===== config.mk =====
export PLATFORM = sky130hd
export DESIGN_NAME = debounce_bank_flat
export DESIGN_NICKNAME = d
export VERILOG_FILES = /design/src/rtl/debounce_bank_if.sv /design/src/rtl/debounce_bank.sv /design/src/flat_wrapper.sv
export SDC_FILE = /design/constraint.sdc
export NUM_CORES = 1
export LEC_CHECK = 0
export BUFFER_PORTS_ARGS = -buffer_cell sky130_fd_sc_hd__buf_4
export CAP_MARGIN = 20
export CORE_MARGIN = 5
export CORE_UTILIZATION = 35
export DETAILED_ROUTE_END_ITERATION = 12
export PLACE_DENSITY_LB_ADDON = 0.12
export REMOVE_ABC_BUFFERS = 1
export SYNTH_ARGS = -nofsm -noshare
export SYNTH_HDL_FRONTEND = slang
export SYNTH_SLANG_ARGS = --single-unit

===== constraint.sdc =====
create_clock -name clk -period 1.8 [get_ports clk]
set_input_delay 0 -clock clk [delete_from_list [all_inputs] [get_ports clk]]
set_output_delay 0 -clock clk [all_outputs]
set_load 0.1 [all_outputs]

===== src/rtl/debounce_bank_if.sv =====
// Pin-side / control-side bundle for debounce_bank.
// master = the debouncer (consumes raw pins, drives clean signals); slave = GPIO/control logic.
interface debounce_bank_if #(
  parameter int NUM_CH = 4
);
  logic [NUM_CH-1:0] i_sw;
  logic [NUM_CH-1:0] o_level;
  logic [NUM_CH-1:0] o_rise;
  logic [NUM_CH-1:0] o_fall;
  logic              o_any_event;
  logic [NUM_CH-1:0] o_hold;

  modport master (
    input  i_sw,
    output o_level, o_rise, o_fall, o_any_event, o_hold
  );

  modport slave (
    output i_sw,
    input  o_level, o_rise, o_fall, o_any_event, o_hold
  );
endinterface


===== src/rtl/debounce_bank.sv =====
// N-channel switch debouncer: 2-FF sync, per-channel polarity, saturating stability counter.
// Define HOLD_DETECT_EN to add per-channel long-press (o_hold) detection.
module debounce_ch #(
  parameter int STABLE_CYCLES = 16,
  parameter bit ACTIVE_LOW    = 1'b0
`ifdef HOLD_DETECT_EN
  , parameter int HOLD_CYCLES = 1000000
`endif
) (
  input  logic clk,
  input  logic rst_n,
  input  logic sw,
  output logic level,
  output logic rise,
  output logic fall,
  output logic hold,
  output logic evt_d
);
  localparam int CW = $clog2(STABLE_CYCLES);

  logic [1:0]    sync;
  logic          s;
  logic          done;
  logic [CW-1:0] cnt;

  // Sync stages reset to the idle raw level so release of reset is event-free
  always_ff @(posedge clk or negedge rst_n) begin
    if (!rst_n) sync <= {2{ACTIVE_LOW}};
    else        sync <= {sync[0], sw};
  end

  assign s     = sync[1] ^ ACTIVE_LOW;
  assign done  = (s != level) && (cnt == CW'(STABLE_CYCLES - 1));
  assign evt_d = done;

  always_ff @(posedge clk or negedge rst_n) begin
    if (!rst_n) begin
      cnt   <= '0;
      level <= 1'b0;
      rise  <= 1'b0;
      fall  <= 1'b0;
    end else begin
      rise <= done & s;
      fall <= done & ~s;
      if (s == level) begin
        cnt <= '0;
      end else if (done) begin
        level <= s;
        cnt   <= '0;
      end else begin
        cnt <= cnt + 1'b1;
      end
    end
  end

`ifdef HOLD_DETECT_EN
  localparam int HW = $clog2(HOLD_CYCLES + 1);
  logic [HW-1:0] h;

  // Saturating at HOLD_CYCLES gives exactly one pulse per press
  always_ff @(posedge clk or negedge rst_n) begin
    if (!rst_n) begin
      h    <= '0;
      hold <= 1'b0;
    end else begin
      hold <= level && (h == HW'(HOLD_CYCLES - 1));
      if (!level)                     h <= '0;
      else if (h != HW'(HOLD_CYCLES)) h <= h + 1'b1;
    end
  end
`else
  assign hold = 1'b0;
`endif
endmodule

module debounce_bank #(
  parameter int                NUM_CH          = 4,
  parameter int                STABLE_CYCLES   = 16,
  parameter logic [NUM_CH-1:0] ACTIVE_LOW_MASK = {NUM_CH{1'b0}},
  parameter int                HOLD_CYCLES     = 1000000
) (
  input logic              clk,
  input logic              rst_n,
  debounce_bank_if.master  bus
);
  logic [NUM_CH-1:0] level, rise, fall, hold, evt_d;
  logic              any_event;

  if (NUM_CH < 1 || NUM_CH > 32 || STABLE_CYCLES < 2 || HOLD_CYCLES < 1) begin : g_cfg_err
    $error("debounce_bank: parameter out of range");
  end

  for (genvar i = 0; i < NUM_CH; i++) begin : g_ch
    debounce_ch #(
      .STABLE_CYCLES (STABLE_CYCLES),
      .ACTIVE_LOW    (ACTIVE_LOW_MASK[i])
`ifdef HOLD_DETECT_EN
      , .HOLD_CYCLES (HOLD_CYCLES)
`endif
    ) u_ch (
      .clk   (clk),
      .rst_n (rst_n),
      .sw    (bus.i_sw[i]),
      .level (level[i]),
      .rise  (rise[i]),
      .fall  (fall[i]),
      .hold  (hold[i]),
      .evt_d (evt_d[i])
    );
  end

  // Registered from the same next-state terms as the pulses, so it lines up with them
  always_ff @(posedge clk or negedge rst_n) begin
    if (!rst_n) any_event <= 1'b0;
    else        any_event <= |evt_d;
  end

  assign bus.o_level     = level;
  assign bus.o_rise      = rise;
  assign bus.o_fall      = fall;
  assign bus.o_hold      = hold;
  assign bus.o_any_event = any_event;
endmodule


===== src/flat_wrapper.sv =====
// flat-port wrapper written by rule: the top's interface ports become plain ports
module debounce_bank_flat 
#(
  parameter int                NUM_CH          = 4,
  parameter int                STABLE_CYCLES   = 16,
  parameter logic [NUM_CH-1:0] ACTIVE_LOW_MASK = {NUM_CH{1'b0}},
  parameter int                HOLD_CYCLES     = 1000000
)
  (clk, rst_n, bus_i_sw, bus_o_level, bus_o_rise, bus_o_fall, bus_o_any_event, bus_o_hold);
  debounce_bank_if #(.NUM_CH(NUM_CH)) bus_i ();
  input logic clk;
  input logic rst_n;
  input wire logic [$bits(bus_i.i_sw)-1:0] bus_i_sw;
  output wire logic [$bits(bus_i.o_level)-1:0] bus_o_level;
  output wire logic [$bits(bus_i.o_rise)-1:0] bus_o_rise;
  output wire logic [$bits(bus_i.o_fall)-1:0] bus_o_fall;
  output wire logic [$bits(bus_i.o_any_event)-1:0] bus_o_any_event;
  output wire logic [$bits(bus_i.o_hold)-1:0] bus_o_hold;
  assign bus_i.i_sw = bus_i_sw;
  assign bus_o_level = bus_i.o_level;
  assign bus_o_rise = bus_i.o_rise;
  assign bus_o_fall = bus_i.o_fall;
  assign bus_o_any_event = bus_i.o_any_event;
  assign bus_o_hold = bus_i.o_hold;
  debounce_bank #(.NUM_CH(NUM_CH), .STABLE_CYCLES(STABLE_CYCLES), .ACTIVE_LOW_MASK(ACTIVE_LOW_MASK), .HOLD_CYCLES(HOLD_CYCLES)) u_core (.clk(clk), .rst_n(rst_n), .bus(bus_i));
endmodule

== Yosys cells after proc, flatten, opt, wreduce, memory -nomap -nowiden ==
Cells that the tools add are included.
W data, S select, Z words.
Word-level totals
  word-level logic and storage cells: 70
  bits of input ports: 6
  output and inout bits: 17
  register bits after elaboration: 37
Operators by class
  equal/unequal tests: 12
  add/subtract/negate cells: 4
  muxes and demuxes: 8
  bitwise gates (word level): 16
  reductions and logical operators: 9
Operators with widths (count)
  $mux W4: 8
  $add A4 B1 Y4 const B: 4
  $eq A4 B4 Y1 const B: 4
  $and A1 B1 Y1: 8
  $not A1 Y1: 8
  $reduce_and A2 Y1: 4
  $eq A1 B1 Y1: 4
  $logic_and A1 B1 Y1: 4
  $ne A1 B1 Y1: 4
  $reduce_or A4 Y1: 1

== Longest topological paths before layout ==
  word-level depth: 4
  depth in mapped cells: 4
  depth with buffers taken out: 4

== Modules after synthesis ==
A second synthesis with hierarchy kept.
Second synthesis, totals
  cell total of the unflattened synthesis: 102
  area total of the unflattened synthesis: 1433.9 um^2
Modules (own cells, without submodules)
  debounce_ch: instances 4, seq. area each 225.2 um^2, area each 350.3 um^2, cells an instance 25
  debounce_bank: instances 1, seq. area each 25.0 um^2, area each 32.5 um^2, cells an instance 2

== Worst setup path after synthesis ==
No wires, ideal clock.
  kind: reg-to-reg
  start: register u_core.g_ch[2].u_ch.cnt[0]
  end: register u_core.g_ch[2].u_ch.level
  stages on the path, launching flop included: 4
  setup slack: 575 ps
  arrival time: 1101 ps
  setup time: 125 ps
  period minus slack after synthesis: 1225 ps
  path buffers: 0
  data required time: 1675 ps
  cell sequence: dfrtp_1 -> ha_1 -> nand3_1 -> mux2_2
On the way
  cells in the longest elaborated chain, start to end: 3
RTL lines
  start: declaration: line debounce_bank.sv:24  | logic [CW-1:0] cnt;
  start signal: assignment: line debounce_bank.sv:51  | cnt <= cnt + 1'b1;
  $eq A4 B4 Y1: line debounce_bank.sv:33  | assign done = (s != level) && (cnt == CW'(STABLE_CYCLES - 1));
  $logic_and A1 B1 Y1: line debounce_bank.sv:33
  $reduce_and A2 Y1 (no line)
  end signal: assignment: line debounce_bank.sv:48  | level <= s;
  end: declaration: line debounce_bank.sv:13  | output logic level,
No other way between the ends.
A chain may end at the register's enable or synchronous reset.

== Final worst setup path ==
Same ends and word-level chain as after synthesis.

==> results.sh <==
export IMPL_status="completed"
export IMPL_post_place_ws_ns=0.463
export IMPL_synth_largest_area_cell="dfrtp_1"
export IMPL_initial_core_util_pct=35.5
export IMPL_dp_cells=174
export IMPL_routedWlPerCell_um=12.1
export IMPL_yosysWarnings=0
export IMPL_cts_tree="built"
export IMPL_skew_ns=0.00564
export IMPL_insertion_delay_ns=0.28
export IMPL_p_int_mw=1.36
export IMPL_drive_above_1_share_pct=24.4
export IMPL_htree_num_levels=2
export IMPL_muxShareOfSynthArea_pct=2.95
export IMPL_core_um2=4290
export IMPL_via_count=862
export IMPL_die_w_um=76.0
export IMPL_swShare_pct=22.5
export IMPL_switching_power_mw=0.394
export IMPL_grt_antenna_before_repair=0
export IMPL_area_delta_synth_final_pct=17.1
export IMPL_power_mw=1.75
export IMPL_synth_edf_count=0
export IMPL_layoutNonFillerInstCount=187
export IMPL_firstDrtPassIters=4
export IMPL_end_kind="flip-flop"
export IMPL_irDropWorstVdd_uv=480
export IMPL_rsz0062_at_grt="no"
export IMPL_overflow=0
export IMPL_clock_fmax_mhz=746
export IMPL_antennaDiodeCount=0
export IMPL_p_seq_share_pct=50.9
export IMPL_synthSimpleGateAreaFrac_pct=12.1
export IMPL_clockPowerShare_pct=42.0
export IMPL_cts_root_buf="clkbuf_8"
export IMPL_synthArstFlopShare_pct=100
export IMPL_path_class="flip-flop to flip-flop"
export IMPL_via_per_inst=4.61
export IMPL_grt_pass1_vias=861
export IMPL_syn_area_um2=1530
export IMPL_post_dp_cell_area_um2=1620
export IMPL_tns_ns=0
export IMPL_grt_pass1_wl_um=3990
export IMPL_synthAdderAreaFrac_pct=3.28
export IMPL_min_period_ns=1.34
export IMPL_portBuffers=18
export IMPL_ys_types=19
export IMPL_synth_ff_type="dfrtp_1"
export IMPL_ys_seq_area_share_pct=60.7
export IMPL_path_max_fanout=5
export IMPL_cp_data_required_time_ns=1.97
export IMPL_fin_area_um2=1790
export IMPL_synth_top_family_by_area="simple AND/OR/NAND/NOR gates"
export IMPL_comb_power_share_pct=7.1
export IMPL_die_area_um2=5780
export IMPL_cts_sinks=37
export IMPL_power_leakage_nw=0.819
export IMPL_post_cts_buffers=0
export IMPL_clk_path_buf_depth=2
export IMPL_hold_class="input pin to async pin"
export IMPL_maxCapViolCount=0
export IMPL_synth_xor_area_share_pct=6.56
export IMPL_drtIter0Drc=20
export IMPL_finalHoldViolCount=0
export IMPL_power_density_nw_per_um2=981
export IMPL_wl_um=2260
export IMPL_period_share_pct=74.5
export IMPL_rows=24
export IMPL_report_final_slew_viol_count=0
export IMPL_netlist_instances=117
export IMPL_ys_ff_latch=37
export IMPL_die_h_um=76.0
export IMPL_synth_compound_area_share_pct=5.33
export IMPL_grt_max_degree=38
export IMPL_synth_top_area_share_pct=60.7
export IMPL_syn_area_per_cell_um2=13.0
export IMPL_synthTopCellsByArea="dfrtp_1, buf_4, nor3b_1"
export IMPL_path_clk_slew_ns=0.07
export IMPL_setup_violations_final=0
export IMPL_ant_nets=0
export IMPL_holdWs_ns=0.206
export IMPL_nets=144
export IMPL_layout_setup_ws_ns=0.459
export IMPL_arrival_ns=1.51
export IMPL_cp_start_kind="flip-flop"
export IMPL_num_io_pins=23
export IMPL_final_util_pct=41.6
export IMPL_netlist_top_cells_count="dfrtp_1, buf_4, nor3b_1"
export IMPL_drc=0
export IMPL_numCtsBuffers=5
export IMPL_gr_usage_all_layers_pct=8.67
export IMPL_synth_most_common_cell="dfrtp_1"
export IMPL_gp_congestion=0.611
## power groups by stage
stage,registers (mW),clock network [mW],logic [mW]
2_1_floorplan,0.902,0,0.0848
3_3_place_gp,0.905,0,0.116
3_5_place_dp,0.908,0,0.119
4_1_cts,0.891,0.768,0.128
5_1_grt,0.896,0.807,0.141
6_report,0.892,0.736,0.125
## final timing paths
| kind | startpoint | endpoint | slack [ns] | cells after the start |
|---|---|---|---|---|
| max | u_core.g_ch[2].u_ch.cnt[0] | u_core.g_ch[2].u_ch.level | 0.46 | 3 |
| min | rst_n | u_core.g_ch[3].u_ch.fall | 0.21 | 2 |
| max reg2reg | u_core.g_ch[2].u_ch.cnt[0] | u_core.g_ch[2].u_ch.level | 0.46 | 3 |
| min reg2reg | u_core.g_ch[0].u_ch.sync[0] | u_core.g_ch[0].u_ch.sync[1] | 0.35 | 0 |
| max in group asynchronous | rst_n | u_core.g_ch[0].u_ch.cnt[3] | 1.27 | 2 |
| min in group clk | u_core.g_ch[0].u_ch.sync[0] | u_core.g_ch[0].u_ch.sync[1] | 0.35 | 0 |
## cells by family after synthesis
family                   Yosys count
AND/OR/NAND/NOR                   28
flip-flops                        37
buffers and inverters             20
XOR/XNOR                           8
AO/OA/AOI/OAI                     15
multiplexers                       4
other                              1
adder cells (fa/ha/maj)            4
## worst max-delay path, stage by stage, from the launching register on
cell and delay, ns:
dfrtp_1 0.42, ha_1 0.25, nand3_1 0.20, mux2_2 0.36
## cells in the final DEF (no fill, tap or decap)
cell	count
conb_1	4
clkbuf_8	6
or2_1	1
xnor2_1	4
o22ai_1	2
nor2_1	4
dlygate4sd3_1	5
xnor2_2	4
clkinvlp_4	1
mux2_1	1
a21oi_1	8
nand3_1	4
nand4b_1	4
inv_1	4
a311oi_1	1
o21ai_0	4
buf_4	18
dfrtp_1	37
mux2_2	3
nor2b_1	4
nor3b_1	11
ha_1	4
bufinv_16	1
## sequential cells by signal, summed over array words and instances, names as in the netlist
signal	count
u_core.g_ch.u_ch.rise	4
u_core.g_ch.u_ch.sync	8
u_core.g_ch.u_ch.fall	4
u_core.bus.o_any_event	1
u_core.g_ch.u_ch.level	4
u_core.g_ch.u_ch.cnt	16
## metal layers
| layer | track usage (%) | part of all wire, % |
|---|---|---|
| met1 | 10.6 | 43 |
| met2 | 12.8 | 51 |
| met3 | 4.02 | 5.0 |
| met4 | 4.27 | 1.4 |
| met5 | 0 | 0 |
## cell type report
cell class,count,area (µm²)
multi-input combinational,63,475
clock buffer,6,82.6
timing repair buffer,23,185
tap,52,65.1
inverter,4,15.0
sequential,37,926
clock inverter,2,37.5
fill,410,2510
## repair_timing
action                    in CTS  in global routing
gates resized for setup        0                  0
hold buffers                   5                  0
hold endpoints to repair      41                  0
No activity file was read; power rests on OpenSTA's default activity.
